[src/rtl/perf_pkg.sv]
// perf_pkg: shared types and constants for the performance counter bank.
package perf_pkg;

    typedef enum logic [1:0] {
        IDLE    = 2'd0,
        RUN     = 2'd1,
        HALTED  = 2'd2,
        TIMEOUT = 2'd3
    } state_t;

    // Default event channel assignment used by the cpu top level.
    localparam int CH_INST  = 0;
    localparam int CH_ICREQ = 1;
    localparam int CH_ICHIT = 2;
    localparam int CH_DCREQ = 3;
    localparam int CH_DCHIT = 4;
    localparam int CH_MEMRD = 5;
    localparam int CH_MEMWR = 6;

    // Read-select width: indices 0..numCh, where numCh is the cycle counter.
    function automatic int selWidth(input int numCh);
        return $clog2(numCh + 1);
    endfunction

endpackage

[src/rtl/perf_counter_cell.sv]
// perf_counter_cell: one CNT_W counter with saturate/wrap and a sticky
// overflow flag. With PERF_SNAPSHOT_EN defined it also keeps a shadow copy
// that captures the post-update value when cap is high.
module perf_counter_cell #(
    parameter int CNT_W    = 32,
    parameter int SATURATE = 1
) (
    input  logic             clk,
    input  logic             rst,
    input  logic             inc,
    input  logic             clr,
    input  logic             frz,
`ifdef PERF_SNAPSHOT_EN
    input  logic             cap,
    output logic [CNT_W-1:0] shadow,
`endif
    output logic [CNT_W-1:0] cnt,
    output logic             ovf
);

    logic             atMax;
    logic             bump;
    logic [CNT_W-1:0] cntNext;

    assign atMax = &cnt;
    assign bump  = inc && !frz;

    // Next value: clear wins, then a gated increment with saturate/wrap at all-ones.
    always_comb begin
        cntNext = cnt;
        if (clr) begin
            cntNext = '0;
        end else if (bump) begin
            if (atMax) cntNext = (SATURATE != 0) ? cnt : '0;
            else       cntNext = cnt + CNT_W'(1);
        end
    end

    // Counter register and sticky overflow (set by any increment from all-ones).
    always_ff @(posedge clk or posedge rst) begin
        if (rst) begin
            cnt <= '0;
            ovf <= 1'b0;
        end else begin
            cnt <= cntNext;
            if (clr)                ovf <= 1'b0;
            else if (bump && atMax) ovf <= 1'b1;
        end
    end

`ifdef PERF_SNAPSHOT_EN
    // Shadow copy takes the post-update value so a snap sees this edge's count.
    always_ff @(posedge clk or posedge rst) begin
        if (rst)      shadow <= '0;
        else if (clr) shadow <= '0;
        else if (cap) shadow <= cntNext;
    end
`endif

endmodule

[src/rtl/perf_counter_bank.sv]
// perf_counter_bank: NUM_CH event counters plus a cycle counter, a
// run/halt/timeout FSM and a one-cycle-latency indexed read port.
// Optional macro PERF_SNAPSHOT_EN adds a snap input and shadow registers;
// reads then return the shadow copy instead of the live counters.
module perf_counter_bank
    import perf_pkg::*;
#(
    parameter int NUM_CH    = 8,
    parameter int CNT_W     = 32,
    parameter int CYC_LIMIT = 100000,
    parameter int SATURATE  = 1
) (
    input  logic                        clk,
    input  logic                        rst,
    input  logic                        enable,
    input  logic                        clear,
    input  logic [NUM_CH-1:0]           ev,
    input  logic                        halt,
`ifdef PERF_SNAPSHOT_EN
    input  logic                        snap,
`endif
    input  logic                        rd_req,
    input  logic [selWidth(NUM_CH)-1:0] rd_sel,
    output logic                        rd_valid,
    output logic [CNT_W-1:0]            rd_data,
    output logic                        running,
    output logic                        done,
    output logic                        timeout,
    output logic [NUM_CH:0]             ovf
);

    localparam int SEL_W = selWidth(NUM_CH);
    localparam int NCNT  = NUM_CH + 1;

    state_t                       state;
    state_t                       stateNext;
    logic                         inRun;
    logic                         frz;
    logic                         wdHit;
    logic [NCNT-1:0]              incVec;
    logic [NCNT-1:0][CNT_W-1:0]   cnt;
    logic [NCNT-1:0][CNT_W-1:0]   rdSrc;
    logic [CNT_W-1:0]             cycPost;
    logic [CNT_W-1:0]             rdMux;

    assign inRun   = (state == RUN);
    assign frz     = !inRun;
    assign incVec  = {1'b1, ev};      // cycle counter sits at index NUM_CH
    assign running = (state == RUN);
    assign done    = (state == HALTED);
    assign timeout = (state == TIMEOUT);

    // Post-increment cycle count for the watchdog, same saturate/wrap rule as the cells.
    always_comb begin
        cycPost = cnt[NUM_CH] + CNT_W'(1);
        if (&cnt[NUM_CH]) cycPost = (SATURATE != 0) ? cnt[NUM_CH] : '0;
    end

    // Compare at 64 bits so a limit beyond the counter range never fires.
    assign wdHit = (CYC_LIMIT != 0) && (64'(cycPost) == 64'(CYC_LIMIT));

    // State register.
    always_ff @(posedge clk or posedge rst) begin
        if (rst) state <= IDLE;
        else     state <= stateNext;
    end

    // Next state: clear beats everything; halt beats the watchdog; terminal states hold.
    always_comb begin
        stateNext = state;
        if (clear) begin
            stateNext = IDLE;
        end else begin
            case (state)
                IDLE:    if (enable) stateNext = RUN;
                RUN: begin
                    if (halt)         stateNext = HALTED;
                    else if (wdHit)   stateNext = TIMEOUT;
                    else if (!enable) stateNext = IDLE;
                end
                default: stateNext = state;
            endcase
        end
    end

`ifdef PERF_SNAPSHOT_EN
    logic                       cap;
    logic [NCNT-1:0][CNT_W-1:0] shadow;

    // Auto-capture on the edge that leaves RUN for a terminal state.
    assign cap = snap || (inRun && !clear &&
                          (stateNext == HALTED || stateNext == TIMEOUT));
    assign rdSrc = shadow;
`else
    assign rdSrc = cnt;
`endif

    for (genvar i = 0; i < NCNT; i++) begin : gCell
        perf_counter_cell #(
            .CNT_W    (CNT_W),
            .SATURATE (SATURATE)
        ) uCell (
            .clk    (clk),
            .rst    (rst),
            .inc    (incVec[i]),
            .clr    (clear),
            .frz    (frz),
`ifdef PERF_SNAPSHOT_EN
            .cap    (cap),
            .shadow (shadow[i]),
`endif
            .cnt    (cnt[i]),
            .ovf    (ovf[i])
        );
    end

    // Read mux over the registered values; out-of-range selects read as zero.
    always_comb begin
        rdMux = '0;
        for (int i = 0; i < NCNT; i++) begin
            if (rd_sel == SEL_W'(i)) rdMux = rdSrc[i];
        end
    end

    // Read port register: data reflects the pre-update value at the request edge.
    always_ff @(posedge clk or posedge rst) begin
        if (rst) begin
            rd_valid <= 1'b0;
            rd_data  <= '0;
        end else begin
            rd_valid <= rd_req;
            if (rd_req) rd_data <= rdMux;
        end
    end

endmodule

[config.mk]
export PLATFORM = sky130hd
export DESIGN_NAME = perf_counter_bank
export DESIGN_NICKNAME = d
export VERILOG_FILES = /design/src/rtl/perf_pkg.sv /design/src/rtl/perf_counter_cell.sv /design/src/rtl/perf_counter_bank.sv
export SDC_FILE = /design/constraint.sdc
export NUM_CORES = 1
export LEC_CHECK = 0
export CORE_ASPECT_RATIO = 0.9
export CORE_MARGIN = 5
export CORE_UTILIZATION = 47
export DETAILED_ROUTE_END_ITERATION = 10
export RECOVER_POWER = 100
export SLEW_MARGIN = 40
export SYNTH_ARGS = -nofsm -noshare
export SYNTH_HDL_FRONTEND = slang
export SYNTH_HIERARCHICAL = 1
export SYNTH_SLANG_ARGS = --single-unit
[constraint.sdc]
create_clock -name clk -period 8.8 [get_ports clk]
set_clock_uncertainty 0.15 [all_clocks]
set_input_delay 1.32 -clock clk [delete_from_list [all_inputs] [get_ports clk]]
set_output_delay 1.32 -clock clk [all_outputs]
set_load 0.01 [all_outputs]
==> impl_metrics.py <==
metrics = {
    "sta": {
        "hold_violations": 0,
        "worstMarginPinSlew_ns": 3.49,
        "relSlewSlack_pct": -132,
        "slew_viol_final": 567,
        "period_share_pct": 57.1,
        "hold_slack_ns": 0.336,
        "period_minus_slack_ns": 5.02,
        "fmax_mhz": 199,
        "rsz0062_at_grt": "false",
        "finalSetupViolCount": 0,
        "tns_ns": 0,
    },
    "clocking": {
        "cts.sinks": 332,
        "clock_latency_ns": 0.57,
        "path_clk_slew_ns": 0.06,
        "cts_tree": "yes",
        "cts_setup_buffers": 0,
        "numCtsBuffers": 40,
        "cts_root_buf": "clkbuf_16",
        "cts_resized": 0,
        "cts_max_path_buffers": 3,
        "hold_buffers": 0,
        "htree_num_levels": 2,
    },
    "logic_synthesis": {
        "synthFlopType": "dfrtp_1",
        "synthTopCellsByArea": "dfrtp_1, a21oi_1, or4_1",
        "yosysSeqAreaShare_pct": 37.9,
        "ys_warn_count": 6,
        "synth_edf_count": 0,
        "ys_async_sr_fraction_pct": 100,
        "yosys.area.top_type": "dfrtp_1",
        "syn_inst": 2514,
        "synth_area_mm2": 0.0219,
        "syn_area_per_cell_um2": 8.73,
        "synth.most_common_cell": "dfrtp_1",
        "ys_ff_latch": 332,
        "ys_top_cells_by_count": "dfrtp_1, a21oi_1, nor2_1",
        "synth_top_area_share_pct": 37.9,
        "yosys.cell_types.count": 76,
    },
    "power_and_ir_drop": {
        "total_leakage_power_nw": 8.53,
        "ir_drop_mv": 0.135,
        "p_per_area_mw_per_mm2": 143,
        "seqPwrFrac_pct": 45.9,
        "switching_share_pct": 24.5,
        "p_sw_mw": 0.834,
        "p_int_mw": 2.57,
        "p_clk_share_pct": 49.0,
        "combPwrFrac_pct": 5.1,
    },
    "detailed_routing": {
        "ant_nets": 0,
        "vias": 21300,
        "drc": 0,
        "vias_per_cell": 6.75,
        "routedWlPerCell_um": 23.7,
        "drtIter0Drc": 2378,
        "drtPass1Iterations": 6,
        "finalWirelength_um": 74800,
    },
    "status": {
        "status": "complete, but fails checks",
        "violations": "max-capacitance violations, max-slew violations",
    },
    "grt": {
        "grt_pass1_vias": 19300,
        "antenna_found_initial": 1,
        "grt_overflow_total": 0,
        "grt_first_pass_wirelength_um": 115000,
        "grtUsageTotal_pct": 28.3,
        "grt_max_degree": 186,
    },
    "die": {
        "initial_utilization_pct": 47.2,
        "dieArea_mm2": 0.0511,
        "die_x_um": 238,
        "num_rows": 75,
        "core_area_mm2": 0.0465,
        "io_pins": 63,
        "chipHeight_um": 215,
    },
    "run": {
        "maxCapViolCount": 15,
    },
    "placed_design": {
        "hpwlAfterDp_um": 53600,
        "dpl-instance-area_mm2": 0.0228,
        "place.port_buffers": 62,
        "place_congestion": 0.928,
    },
    "critical_path": {
        "cp_max_fo": 26,
        "worst_setup_path_start_kind": "register",
        "critPathKind": "reg -> reg",
        "cp_slowest_stage_delay_ns": 1.80,
        "cpMaxStageDelayCell": "nor4b_1",
        "critical_path_required_ns": 9.10,
        "crit_chain": "nand4_1, nor3_1, nor4b_1, clkbuf_1, nor4_1, mux2_4",
        "end_kind": "register",
        "arrival_ns": 5.32,
    },
    "cells_and_area": {
        "area_growth_pct": 8.56,
        "fin_area_mm2": 0.0238,
        "final_util_pct": 51.3,
        "seqCellArea_mm2": 0.00831,
        "layout-drive-gt1-share_pct": 7.30,
        "final_net_count": 2532,
        "multi_input_area_mm2": 0.0124,
        "fillers": 4414,
    },
    "min_path": {
        "hp-class": "reg -> reg",
    },
}
[state kept, by name (all words and copies together), names as in the netlist]
| register | count |
|---|---|
| gCell.uCell/ovf | 9 |
| rd_valid | 1 |
| state | 2 |
| gCell.uCell/cnt | 288 |
| rd_data | 32 |
[critical path, delay by kind of cell (launching register included)]
family | cells | cell delay, ns
buffers and inverters | 1 | 0.89
multiplexers | 1 | 0.34
AND/OR/NAND/NOR | 4 | 2.83
flip-flops | 1 | 0.69
[cells by family after synthesis]
| group | Yosys count | synth area share [%] |
|---|---|---|
| fa+ha+maj | 10 | 0.570 |
| buf+inv | 202 | 4.62 |
| mux | 39 | 2.61 |
| other cells | 1 | 0.0171 |
| xor+xnor | 25 | 0.998 |
| compound gates | 713 | 20.3 |
| simple gates | 1192 | 33.1 |
| flops | 332 | 37.9 |
[placed cells by master (no fill, tap or decap), drive strengths merged, types with 15 or more instances in the layout]
| cell | n |
|---|---|
| mux2 | 37 |
| o21ai | 140 |
| clkbuf | 83 |
| a21oi | 257 |
| o31ai | 111 |
| dlygate4sd3 | 49 |
| nor2b | 67 |
| nor2 | 214 |
| or3 | 81 |
| dfrtp | 332 |
| buf | 15 |
| nand2 | 159 |
| or4 | 127 |
| nand3b | 20 |
| and4 | 20 |
| a31oi | 61 |
| a22o | 19 |
| nor3 | 68 |
| and3 | 27 |
| a22oi | 76 |
| nand3 | 126 |
| nand4 | 136 |
| inv | 55 |
| nor4 | 60 |
| nand2b | 21 |
[layer usage]
| layer | vias up | routed length, µm | share of wire [%] | track usage [%] |
|---|---|---|---|---|
| li1 | 9708 | - | - | - |
| met1 | 10600 | 34000 | 45 | 42.9 |
| met2 | 847 | 32200 | 43 | 40.6 |
| met3 | 108 | 6450 | 8.6 | 5.72 |
| met4 | 0 | 2120 | 2.8 | 8.60 |
| met5 | - | 0 | 0 | 0 |
[power groups by stage]
stage	Combinational (mW)	Clock (mW)	Sequential (mW)
2_1_floorplan	0.0965	0	1.59
3_3_place_gp	0.179	0	1.59
3_5_place_dp	0.182	0	1.59
4_1_cts	0.183	1.71	1.56
5_1_grt	0.193	1.77	1.56
6_report	0.174	1.67	1.56
[metrics by stage]
stage / setup WS [ns] / power [mW] / std cells
floorplan: 5.60 / 1.68 / 2516
global placement: 4.75 / 1.77 / 3076
detailed placement: 4.70 / 1.77 / 3076
CTS: 5.23 / 3.45 / 3148
global route: 3.41 / 3.52 / 3151
finish: 3.78 / 3.41 / 3153
[layout make-up]
cell class	count	share of cell area, %
clock buffer	63	5.28
multi-input combinational	1982	52.1
timing repair buffer	95	3.42
antenna	3	0.0315
clock inverter	9	0.247
inverter	53	0.835
tap	616	3.24
sequential	332	34.9
[final timing paths]
check	from	to	slack, ns	cells after the start
max	gCell[8].uCell/cnt[3]	gCell[8].uCell/cnt[5]	3.78	6
min	gCell[0].uCell/ovf	gCell[0].uCell/ovf	0.34	2
max reg2reg	gCell[8].uCell/cnt[3]	gCell[8].uCell/cnt[5]	3.78	6
min reg2reg	gCell[0].uCell/ovf	gCell[0].uCell/ovf	0.34	2
max in group asynchronous	rst	rd_valid	4.72	4
min in group asynchronous	rst	state[0]	1.53	3
Power figures use the tool's default switching activity.
